`src/rtl/dispatcher_pkg.sv`:
```
// Shared opcode encodings, widths and opcode-class helpers
// for the Tomasulo issue stage.
package dispatcher_pkg;

   localparam int ROB_W  = 4;
   localparam int ID_W   = 32;
   localparam int ADDR_W = 32;
   localparam int OP_W   = 6;

   typedef enum logic [OP_W-1:0] {
      OP_NOP   = 6'd0,
      OP_LUI   = 6'd1,
      OP_AUIPC = 6'd2,
      OP_JAL   = 6'd3,
      OP_JALR  = 6'd4,
      OP_BEQ   = 6'd5,
      OP_BNE   = 6'd6,
      OP_BLT   = 6'd7,
      OP_BGE   = 6'd8,
      OP_BLTU  = 6'd9,
      OP_BGEU  = 6'd10,
      OP_LB    = 6'd11,
      OP_LH    = 6'd12,
      OP_LW    = 6'd13,
      OP_LBU   = 6'd14,
      OP_LHU   = 6'd15,
      OP_SB    = 6'd16,
      OP_SH    = 6'd17,
      OP_SW    = 6'd18,
      OP_ADDI  = 6'd19,
      OP_SLTI  = 6'd20,
      OP_SLTIU = 6'd21,
      OP_XORI  = 6'd22,
      OP_ORI   = 6'd23,
      OP_ANDI  = 6'd24,
      OP_SLLI  = 6'd25,
      OP_SRLI  = 6'd26,
      OP_SRAI  = 6'd27,
      OP_ADD   = 6'd28,
      OP_SUB   = 6'd29,
      OP_SLL   = 6'd30,
      OP_SLT   = 6'd31,
      OP_SLTU  = 6'd32,
      OP_XOR   = 6'd33,
      OP_SRL   = 6'd34,
      OP_SRA   = 6'd35,
      OP_OR    = 6'd36,
      OP_AND   = 6'd37
   } op_e;

   function automatic logic is_branch(logic [OP_W-1:0] op);
      return op >= OP_BEQ && op <= OP_BGEU;
   endfunction

   function automatic logic is_store(logic [OP_W-1:0] op);
      return op >= OP_SB && op <= OP_SW;
   endfunction

   function automatic logic has_rs2(logic [OP_W-1:0] op);
      return is_branch(op) || is_store(op) ||
             (op >= OP_ADD && op <= OP_AND);
   endfunction

   function automatic logic has_rs1(logic [OP_W-1:0] op);
      return !(op == OP_NOP || op == OP_LUI ||
               op == OP_AUIPC || op == OP_JAL);
   endfunction

   function automatic logic writes_rd(logic [OP_W-1:0] op);
      return !(op == OP_NOP || is_branch(op) || is_store(op));
   endfunction

endpackage

```
`src/rtl/dispatcher_reg_status_file.sv`:
```
// Architectural register file plus rename tag table, with
// same-cycle commit bypass on both read ports.
module reg_status_file
   import dispatcher_pkg::*;
#(
   parameter int ROB_WIDTH = ROB_W,
   parameter int ID_WIDTH  = ID_W
) (
   input  logic                 clk_i,
   input  logic                 rst_i,
   input  logic                 en_i,
   input  logic                 flush_i,
   input  logic [4:0]           rd_idx_i [2],
   output logic [ID_WIDTH-1:0]  rd_val_o [2],
   output logic [ROB_WIDTH-1:0] rd_tag_o [2],
   input  logic                 cm_en_i,
   input  logic [4:0]           cm_rd_i,
   input  logic [ROB_WIDTH-1:0] cm_tag_i,
   input  logic [ID_WIDTH-1:0]  cm_val_i,
   input  logic                 rn_en_i,
   input  logic [4:0]           rn_rd_i,
   input  logic [ROB_WIDTH-1:0] rn_tag_i
);

   logic [ID_WIDTH-1:0]  regs_q [32];
   logic [ID_WIDTH-1:0]  regs_d [32];
   logic [ROB_WIDTH-1:0] tags_q [32];
   logic [ROB_WIDTH-1:0] tags_d [32];

   always_comb begin
      for (int p = 0; p < 2; p++) begin
         rd_tag_o[p] = tags_q[rd_idx_i[p]];
         rd_val_o[p] = regs_q[rd_idx_i[p]];
         if (rd_idx_i[p] == 5'd0) begin
            rd_tag_o[p] = '0;
            rd_val_o[p] = '0;
         end else if (cm_en_i && tags_q[rd_idx_i[p]] == '0 &&
                      cm_rd_i == rd_idx_i[p]) begin
            rd_val_o[p] = cm_val_i;
         end else if (cm_en_i && tags_q[rd_idx_i[p]] != '0 &&
                      tags_q[rd_idx_i[p]] == cm_tag_i) begin
            rd_val_o[p] = cm_val_i;
            rd_tag_o[p] = '0;
         end
      end
   end

   // Rename is applied last so it wins over a same-rd commit clear.
   always_comb begin
      regs_d = regs_q;
      tags_d = tags_q;
      if (flush_i) begin
         for (int i = 0; i < 32; i++) tags_d[i] = '0;
      end
      if (cm_en_i && cm_rd_i != 5'd0) begin
         regs_d[cm_rd_i] = cm_val_i;
         if (tags_q[cm_rd_i] == cm_tag_i) tags_d[cm_rd_i] = '0;
      end
      if (rn_en_i && rn_rd_i != 5'd0) tags_d[rn_rd_i] = rn_tag_i;
   end

   always_ff @(posedge clk_i or posedge rst_i) begin
      if (rst_i) begin
         for (int i = 0; i < 32; i++) begin
            regs_q[i] <= '0;
            tags_q[i] <= '0;
         end
      end else if (en_i) begin
         regs_q <= regs_d;
         tags_q <= tags_d;
      end
   end

endmodule

```
`src/rtl/dispatcher.sv`:
```
// Issue stage: single issue slot, ROB tag allocation and operand
// resolution through CDB / ROB / commit forwarding.
module dispatcher
   import dispatcher_pkg::*;
#(
   parameter int ROB_WIDTH  = ROB_W,
   parameter int ID_WIDTH   = ID_W,
   parameter int ADDR_WIDTH = ADDR_W,
   parameter int OP_WIDTH   = OP_W
) (
   input  logic                  clk_in,
   input  logic                  rst_in,
   input  logic                  rdy_in,
   input  logic                  instqueue_dispatcher_en_in,
   input  logic [OP_WIDTH-1:0]   instqueue_dispatcher_opcode_in,
   input  logic [4:0]            instqueue_dispatcher_rd_in,
   input  logic [4:0]            instqueue_dispatcher_rs1_in,
   input  logic [4:0]            instqueue_dispatcher_rs2_in,
   input  logic [ID_WIDTH-1:0]   instqueue_dispatcher_imm_in,
   input  logic [ADDR_WIDTH-1:0] instqueue_dispatcher_pc_in,
   output logic                  dispatcher_instqueue_rdy_out,
   input  logic                  rs_dispatcher_rdy_in,
   output logic                  dispatcher_rs_en_out,
   output logic [ID_WIDTH-1:0]   dispatcher_rs_a_out,
   output logic [ID_WIDTH-1:0]   dispatcher_rs_vj_out,
   output logic [ID_WIDTH-1:0]   dispatcher_rs_vk_out,
   output logic [ROB_WIDTH-1:0]  dispatcher_rs_qj_out,
   output logic [ROB_WIDTH-1:0]  dispatcher_rs_qk_out,
   output logic [ROB_WIDTH-1:0]  dispatcher_rs_dest_out,
   output logic [ADDR_WIDTH-1:0] dispatcher_rs_pc_out,
   output logic [OP_WIDTH-1:0]   dispatcher_rs_opcode_out,
   input  logic                  rob_dispatcher_rdy_in,
   input  logic [ROB_WIDTH-1:0]  rob_dispatcher_tag_in,
   output logic                  dispatcher_rob_en_out,
   output logic [4:0]            dispatcher_rob_rd_out,
   output logic [OP_WIDTH-1:0]   dispatcher_rob_opcode_out,
   output logic [ADDR_WIDTH-1:0] dispatcher_rob_pc_out,
   output logic [ROB_WIDTH-1:0]  dispatcher_rob_qj_out,
   output logic [ROB_WIDTH-1:0]  dispatcher_rob_qk_out,
   input  logic                  rob_dispatcher_vj_rdy_in,
   input  logic                  rob_dispatcher_vk_rdy_in,
   input  logic [ID_WIDTH-1:0]   rob_dispatcher_vj_in,
   input  logic [ID_WIDTH-1:0]   rob_dispatcher_vk_in,
   input  logic                  rob_commit_en_in,
   input  logic [4:0]            rob_commit_rd_in,
   input  logic [ROB_WIDTH-1:0]  rob_commit_tag_in,
   input  logic [ID_WIDTH-1:0]   rob_commit_value_in,
   input  logic                  rob_rst_in,
   input  logic [ROB_WIDTH-1:0]  cdb_alu_b_in,
   input  logic [ROB_WIDTH-1:0]  cdb_lbuffer_b_in,
   input  logic [ID_WIDTH-1:0]   cdb_alu_result_in,
   input  logic [ID_WIDTH-1:0]   cdb_lbuffer_result_in
);

   logic                  slot_v_q, slot_v_d;
   logic [OP_WIDTH-1:0]   op_q, op_d;
   logic [4:0]            rd_q, rd_d;
   logic [4:0]            rs1_q, rs1_d;
   logic [4:0]            rs2_q, rs2_d;
   logic [ID_WIDTH-1:0]   imm_q, imm_d;
   logic [ADDR_WIDTH-1:0] pc_q, pc_d;

   logic       fire, accept, load, flush;
   logic [4:0] rd_eff;

   logic [4:0]           ridx [2];
   logic [ID_WIDTH-1:0]  rval [2];
   logic [ROB_WIDTH-1:0] rtag [2];
   logic [ID_WIDTH-1:0]  rob_v [2];
   logic                 rob_r [2];
   logic [ID_WIDTH-1:0]  opv [2];
   logic [ROB_WIDTH-1:0] opq [2];

   assign flush  = rob_rst_in & rdy_in;
   assign fire   = slot_v_q & rs_dispatcher_rdy_in &
                   rob_dispatcher_rdy_in & !rob_rst_in &
                   rdy_in & !rst_in;
   assign accept = rdy_in & !rob_rst_in & !rst_in &
                   (!slot_v_q | fire);
   assign load   = accept & instqueue_dispatcher_en_in;
   assign rd_eff = writes_rd(op_q) ? rd_q : 5'd0;

   assign dispatcher_instqueue_rdy_out = accept;

   always_comb begin
      slot_v_d = slot_v_q;
      op_d     = op_q;
      rd_d     = rd_q;
      rs1_d    = rs1_q;
      rs2_d    = rs2_q;
      imm_d    = imm_q;
      pc_d     = pc_q;
      if (load) begin
         slot_v_d = 1'b1;
         op_d     = instqueue_dispatcher_opcode_in;
         rd_d     = instqueue_dispatcher_rd_in;
         rs1_d    = instqueue_dispatcher_rs1_in;
         rs2_d    = instqueue_dispatcher_rs2_in;
         imm_d    = instqueue_dispatcher_imm_in;
         pc_d     = instqueue_dispatcher_pc_in;
      end else if (fire || flush) begin
         slot_v_d = 1'b0;
      end
   end

   always_ff @(posedge clk_in or posedge rst_in) begin
      if (rst_in) begin
         slot_v_q <= 1'b0;
         op_q     <= '0;
         rd_q     <= '0;
         rs1_q    <= '0;
         rs2_q    <= '0;
         imm_q    <= '0;
         pc_q     <= '0;
      end else if (rdy_in) begin
         slot_v_q <= slot_v_d;
         op_q     <= op_d;
         rd_q     <= rd_d;
         rs1_q    <= rs1_d;
         rs2_q    <= rs2_d;
         imm_q    <= imm_d;
         pc_q     <= pc_d;
      end
   end

   assign ridx[0]  = rs1_q;
   assign ridx[1]  = rs2_q;
   assign rob_v[0] = rob_dispatcher_vj_in;
   assign rob_v[1] = rob_dispatcher_vk_in;
   assign rob_r[0] = rob_dispatcher_vj_rdy_in;
   assign rob_r[1] = rob_dispatcher_vk_rdy_in;

   reg_status_file #(
      .ROB_WIDTH (ROB_WIDTH),
      .ID_WIDTH  (ID_WIDTH)
   ) u_rsf (
      .clk_i    (clk_in),
      .rst_i    (rst_in),
      .en_i     (rdy_in),
      .flush_i  (rob_rst_in),
      .rd_idx_i (ridx),
      .rd_val_o (rval),
      .rd_tag_o (rtag),
      .cm_en_i  (rob_commit_en_in),
      .cm_rd_i  (rob_commit_rd_in),
      .cm_tag_i (rob_commit_tag_in),
      .cm_val_i (rob_commit_value_in),
      .rn_en_i  (fire),
      .rn_rd_i  (rd_eff),
      .rn_tag_i (rob_dispatcher_tag_in)
   );

   // A pending tag is cleared by any same-cycle broadcast so the RS
   // never latches a tag whose result it has already missed.
   always_comb begin
      for (int p = 0; p < 2; p++) begin
         opv[p] = rval[p];
         opq[p] = rtag[p];
         if (rtag[p] != '0) begin
            if (cdb_alu_b_in == rtag[p]) begin
               opv[p] = cdb_alu_result_in;
               opq[p] = '0;
            end else if (cdb_lbuffer_b_in == rtag[p]) begin
               opv[p] = cdb_lbuffer_result_in;
               opq[p] = '0;
            end else if (rob_r[p]) begin
               opv[p] = rob_v[p];
               opq[p] = '0;
            end else begin
               opv[p] = '0;
            end
         end
      end
      if (!has_rs1(op_q)) begin
         opv[0] = '0;
         opq[0] = '0;
      end
      if (!has_rs2(op_q)) begin
         opv[1] = '0;
         opq[1] = '0;
      end
   end

   assign dispatcher_rs_en_out      = fire;
   assign dispatcher_rs_a_out       = imm_q;
   assign dispatcher_rs_vj_out      = opv[0];
   assign dispatcher_rs_vk_out      = opv[1];
   assign dispatcher_rs_qj_out      = opq[0];
   assign dispatcher_rs_qk_out      = opq[1];
   assign dispatcher_rs_dest_out    = rob_dispatcher_tag_in;
   assign dispatcher_rs_pc_out      = pc_q;
   assign dispatcher_rs_opcode_out  = op_q;

   assign dispatcher_rob_en_out     = fire;
   assign dispatcher_rob_rd_out     = rd_eff;
   assign dispatcher_rob_opcode_out = op_q;
   assign dispatcher_rob_pc_out     = pc_q;
   assign dispatcher_rob_qj_out     = rtag[0];
   assign dispatcher_rob_qk_out     = rtag[1];

endmodule

```
`config.mk`:
```
export PLATFORM = sky130hd
export DESIGN_NAME = dispatcher
export DESIGN_NICKNAME = d
export VERILOG_FILES = /design/src/rtl/dispatcher_pkg.sv /design/src/rtl/dispatcher_reg_status_file.sv /design/src/rtl/dispatcher.sv
export SDC_FILE = /design/constraint.sdc
export NUM_CORES = 2
export LEC_CHECK = 0
export BUFFER_PORTS_ARGS = -buffer_cell sky130_fd_sc_hd__buf_2
export CORE_MARGIN = 2
export CORE_UTILIZATION = 50
export DETAILED_ROUTE_END_ITERATION = 10
export MAX_ROUTING_LAYER = met4
export PLACE_DENSITY = 0.68
export SLEW_MARGIN = 30
export SYNTH_ARGS = -nofsm -noshare
export SYNTH_HDL_FRONTEND = slang
export SYNTH_SLANG_ARGS = --single-unit
export TNS_END_PERCENT = 50
```
`constraint.sdc`:
```
create_clock -name clk_in -period 118.5 [get_ports clk_in]
set_clock_uncertainty 0.1 [all_clocks]
set_input_delay 23.7 -clock clk_in [delete_from_list [all_inputs] [get_ports clk_in]]
set_output_delay 23.7 -clock clk_in [all_outputs]
set_load 0.005 [all_outputs]
```
==> Word level (Yosys, flattened, before mapping) <==
Index checks and enable logic that the tools add are counted.
{ "classes": {"bitwise_logic": 17, "n_eq_ne": 12, "mux": 62, "n_reduce_logical": 41, "order_cmp": 12} }
{ "ops": {"columns": ["op", "n"], "rows": [
  ["$bwmux 1024", 1],
  ["$mux 32", 21],
  ["$mux 128", 4],
  ["$bmux 32 s5", 2],
  ["$demux 32 s5", 1],
  ["$and 128x128->128", 1],
  ["$bwmux 128", 1],
  ["$not 128->128", 1],
  ["$mux 4", 24],
  ["$bmux 4 s5", 3],
  ["$demux 4 s5", 2],
  ["$eq 4x4->1", 7],
  ["$ge 6x6->1 const B", 4],
  ["$not 5->6", 4],
  ["$reduce_bool 4->1", 4],
  ["$logic_and 1x1->1", 15],
  ["$eq 6x2->1 const B", 2],
  ["$ge 6x5->1 const B", 2],
  ["$lt 6x1->1 const B", 2],
  ["$and 1x1->1", 10],
  ["$eq 5x5->1", 2],
  ["$logic_not 5->1", 2],
  ["$reduce_bool 5->1", 2],
  ["$logic_not 4->1", 2],
  ["other kinds (13)", 25]
]} }
{ "word_totals": {"elab_cells": 215, "output_inout_bits": 200, "regBits": 1238, "inputBits": 276} }

==> Longest topological paths before layout <==
{ "depth": {"ltp_word": 15, "ltp_mapped": 17, "ltp_nobuf": 11} }

==> Hierarchy <==
From an unflattened synthesis, not the netlist that was laid out.
{ "unflattened": {"hier_cells": 4883, "hier_area_um2": 70970.6} }
{ "modules_own_cells": {"columns": ["mod", "seq_area_each_um2", "cells_each", "area_per_inst_um2", "n_inst"], "rows": [
  ["reg_status_file", 28827.6, 4178, 64016.4, 1],
  ["dispatcher", 2152.1, 705, 6954.2, 1]
]} }

==> Worst setup path after synthesis <==
OpenSTA, ideal clock, no wires.
{ "synth_timing": {"kind": "input to register", "from": "input port rst_in", "to": "register slot_v_q", "arrival_ps": 50687, "cell_stages": 4, "setup_time_ps": 229, "path_slack_ps": 67483, "n_path_buf": 0, "t_required_ps": 118171, "cell_sequence": "inv_1 > a31oi_1 > a31oi_1 > o22ai_1"} }
{ "synth_between": {"elab_chain_cells": 7, "elab_cells_between_ends": 10, "classes_between": "mux (1); bitwise (5); reduce/logical (4)"} }
{ "synth_lines": {"columns": ["item", "line_no", "source"], "rows": [
  ["start: declaration", "dispatcher.sv:12", "input logic rst_in,"],
  ["$logic_not 1->1 (no source line) *", null, null],
  ["$and 1x1->1", "dispatcher.sv:77", "rdy_in & !rst_in;"],
  ["$or 1x1->1", "dispatcher.sv:79", "(!slot_v_q | fire);"],
  ["$and 1x1->1", "dispatcher.sv:78", "assign accept = rdy_in & !rob_rst_in & !rst_in &"],
  ["$and 1x1->1", "dispatcher.sv:80", "assign load = accept & instqueue_dispatcher_en_in;"],
  ["$reduce_bool 2->1 (no source line)", null, null],
  ["$reduce_and 2->1 (no source line)", null, null],
  ["end signal: assignment", "dispatcher.sv:116", "slot_v_q <= slot_v_d;"],
  ["end: declaration", "dispatcher.sv:55", "logic slot_v_q, slot_v_d;"]
]} }
Every way passes the cells marked *; elsewhere a longest branch is shown, timed or not.
A chain may end at the register's enable or synchronous reset.

==> Worst setup path in the final report <==
{ "layout_timing": {"from": "input port rob_commit_rd_in[1]", "to": "output port dispatcher_rs_vk_out[30]"} }
{ "layout_between": {"elab_chain_cells": 9, "elab_cells_between_ends": 13, "classes_between": "eq/ne (3); mux (8); reduce/logical (2)"} }
{ "layout_lines": {"columns": ["item", "line_no", "source"], "rows": [
  ["start: declaration", "dispatcher.sv:45", "input logic [4:0] rob_commit_rd_in,"],
  ["$eq 5x5->1 *", "dispatcher_reg_status_file.sv:38", "cm_rd_i == rd_idx_i[p]) begin"],
  ["$logic_and 1x1->1 *", "dispatcher_reg_status_file.sv:37", "end else if (cm_en_i && tags_q[rd_idx_i[p]] == '0 &&"],
  ["$mux 4", "dispatcher_reg_status_file.sv:37", null],
  ["$mux 4", "dispatcher_reg_status_file.sv:34", "if (rd_idx_i[p] == 5'd0) begin"],
  ["$eq 4x4->1", "dispatcher.sv:163", "end else if (cdb_lbuffer_b_in == rtag[p]) begin"],
  ["$mux 32", "dispatcher.sv:163", null],
  ["$mux 32", "dispatcher.sv:160", "if (cdb_alu_b_in == rtag[p]) begin"],
  ["$mux 32 *", "dispatcher.sv:159", "if (rtag[p] != '0) begin"],
  ["$mux 32 *", "dispatcher.sv:178", "if (!has_rs2(op_q)) begin"],
  ["end: declaration", "dispatcher.sv:26", "output logic [ID_WIDTH-1:0] dispatcher_rs_vk_out,"]
]} }
Marks and branches as above.

==> results by group <==
Layout
  • # fillers: approximately 11000
  • Area grow syn2layout: 11.7%
  • Fin area: around 77000 µm²
  • Layout cells sized above 1: 0.548
  • Commonest cells after routing, fill and taps aside: dfrtp_1, mux2_2, mux4_2, buf_2, mux2i_1
  • Commonest non-fill, non-tap cell in the layout: dfrtp_1
  • Final nets: 5100
  • Final Non-Filler Cells: between 6000 and 7000

Place
  • GP Congestion: around 0.94
  • Placed instance area: 72600 µm²
  • Cells after DPL: ~6500
  • Port buffer count: around 480
  • Detailed Place HPWL: about 120000 µm

Worst setup path
  • Critical path arrival: ~27 ns
  • Crit. End Element: output port
  • Required time worst endpoint: 94.70 ns
  • Worst-path fanout max: 43
  • CP Class: input pin to output port
  • CP startpoint kind: input pin
  • FF-to-FF path depth: 11

Yosys
  • Yosys warning total: 0
  • Post-synth top area cell: dfrtp_1
  • Post-synth EDFFs: 0
  • Gate Count Post-Synth: 4659
  • Register bit total from synthesis: between 1000 and 1500
  • Sequential fraction of the synthesis area: 0.448
  • Mapped Nets: just under 5000
  • Top FF cell, synth: dfrtp_1
  • Synth area leaders: dfrtp_1, mux4_2, mux2_2
  • Distinct cells, synth: 74
  • Yosys top cell area share: 0.448
  • Netlist Area Pre-Place: 69200 µm²
  • Async S/R FF share, synth: 1.00
  • Avg Cell Area, Syn: between 10 and 15 µm²

Global route
  • Vias in the first global route: 46127
  • Total grt overflow: 0
  • GRT Overall Usage: 0.315
  • Largest net degree at the start of global routing: between 150 and 200
  • Initial antenna violation count: 21
  • First-pass GRT wire length: between 300000 and 400000 µm

STA
  • Final Setup Violations: 0
  • Final hold violation count: 0
  • Part of the cycle the worst path needs: 0.426
  • Minimum clock period: 50.44 ns
  • TNS Setup: 0 ns
  • Final slew viol count: 0
  • Worst slew pin tran: between 1 and 1.5 ns
  • Highest clock rate: 19.8 MHz
  • Slew margin rel.: 0.286
  • RSZ-0062 raised after global routing: false

Floorplan
  • Initial Util: 0.504
  • CORE AREA: 137000 µm²
  • I/O Pins: around 480
  • # rows: roughly 140
  • Die width: 376 µm
  • Die area: approximately 140000 µm²
  • Die Y-Extent: approximately 380 µm

Clock network
  • CTS tree: built
  • Cts bufs inserted: between 100 and 150
  • Post-CTS Hold Buffers: 0
  • Clk_lat worst skew: 0.78 ns
  • CTS clk-pin slew, worst paths: 0.06 ns
  • Post-CTS Setup Bufs: 0
  • Clk root buf: clkbuf_16
  • H-tree level count: 4
  • Clk sinks: roughly 1200
  • Post-CTS sizing: 0
  • Clock buffer depth: 3

Power
  • Leak: approximately 0.034 µW
  • Worst VDD drop: 0.0144 mV
  • Cell Pwr Density: 18.7 nW/µm²

Routing
  • Via density: 6.72
  • Post-route ant nets: 0
  • Detailed-route DRC error count: 0
  • 1st-iter DRT viols: 4644
  • Via count: ~45000
  • Post-Route WL: approximately 210000 µm
  • Routed length per instance: about 32 µm
  • First-pass DRT Iterations: 8

Status
  • Status: complete, no violations

Min path
  • Hold crit path type: register to register
  • Worst hold path stage count: 0

Flow run
  • Max-Cap Viols: 0
[kinds of logic after synthesis]
logic type,share of synthesized area
buf+inv,0.0377
mux,0.442
xor+xnor,0.00266
flops,0.448
simple gates,0.0280
compound gates,0.0423
[flip-flops by register name, indices dropped and copies added (netlist names)]
register / count
slot_v_q: 1
dispatcher_rob_pc_out: 32
rs2_q: 5
rs1_q: 5
u_rsf.regs_q: 1024
rd_q: 5
dispatcher_rs_a_out: 32
dispatcher_rob_opcode_out: 6
u_rsf.tags_q: 128
[worst paths after layout]
path / start / to / slack, ns
max: rob_commit_rd_in[1] / dispatcher_rs_vk_out[30] / 68.06
min: u_rsf.regs_q[1010] / u_rsf.regs_q[1010] / 0.30
max reg2reg: u_rsf.tags_q[52] / u_rsf.tags_q[92] / 114.24
min reg2reg: u_rsf.regs_q[1010] / u_rsf.regs_q[1010] / 0.30
max in group asynchronous: rst_in / u_rsf.regs_q[301] / 92.70
min in group asynchronous: rst_in / slot_v_q / 22.90
[Yosys cell counts, types with 3 or more instances]
library cell,number
mux2i_1,180
or4_1,6
buf_6,14
o21ai_0,33
a221o_1,64
nor3b_1,4
and3_1,4
a22oi_1,36
or2_1,4
buf_1,108
nand4_1,7
o31ai_1,28
mux4_2,704
buf_4,47
or3_1,5
a31oi_1,6
nand3b_1,10
a22o_1,87
nor2b_1,10
buf_2,25
inv_1,63
nor4_4,4
xnor2_1,9
clkbuf_1,345
xor2_1,12
nand3_1,15
a211o_1,3
mux2_2,1145
nand2b_1,11
or2_2,4
a21oi_1,26
nor4_1,6
o21ai_1,7
o22ai_1,18
dfrtp_1,1238
o2bb2ai_1,33
nand2_1,134
o22a_1,3
and2_1,23
o211ai_1,3
nor2_1,137
[power breakdown]
part	internal, µW	switching (µW)	total [µW]
combinational	238	233	471
sequential	476	56.4	533
clock	257	181	438
total	971	470	1440
[area by class of cell]
class | instances | area (µm²) | area share
Inverter | 64 | 253 | 0.00327
Clock inverter | 39 | 479 | 0.00620
Multi-Input combinational cell | 2816 | 35900 | 0.465
Tap cell | 1794 | 2240 | 0.0290
Antenna cell | 9 | 22.5 | 0.000291
Timing Repair Buffer | 565 | 3280 | 0.0424
Sequential cell | 1238 | 31000 | 0.401
Clock buffer | 202 | 4090 | 0.0529
[per-layer routing]
metal  track usage  share of wire  routed length (µm)
met5             -              0                   0
met4         0.110          0.037                7880
met3        0.0675          0.082               17500
met2         0.490           0.48              103000
met1         0.412           0.40               86200
[through the flow]
stage | power [µW] | util | hold slack (ns) | setup WS [ns]
final | 1440 | 0.563 | 0.296 | 68.06
after global routing | 1500 | 0.563 | 0.308 | 67.94
after CTS | 1450 | 0.562 | 0.296 | 68.11
after detailed placement | 1010 | 0.529 | 0.282 | 68.14
after global placement | 1000 | 0.527 | 0.276 | 68.16
after floorplan | 858 | - | 0.341 | 59.78
[critical path, cell delays in order]
cell and delay [ns]:
buf_2 0.08, buf_4 0.54, xor2_1 0.14, nor4_1 0.40
a41o_4 0.88, mux2i_1 0.31, o2bb2ai_1 0.10, a221o_1 0.28
buf_2 0.13
Note: power is estimated with default switching activity, not from simulation.
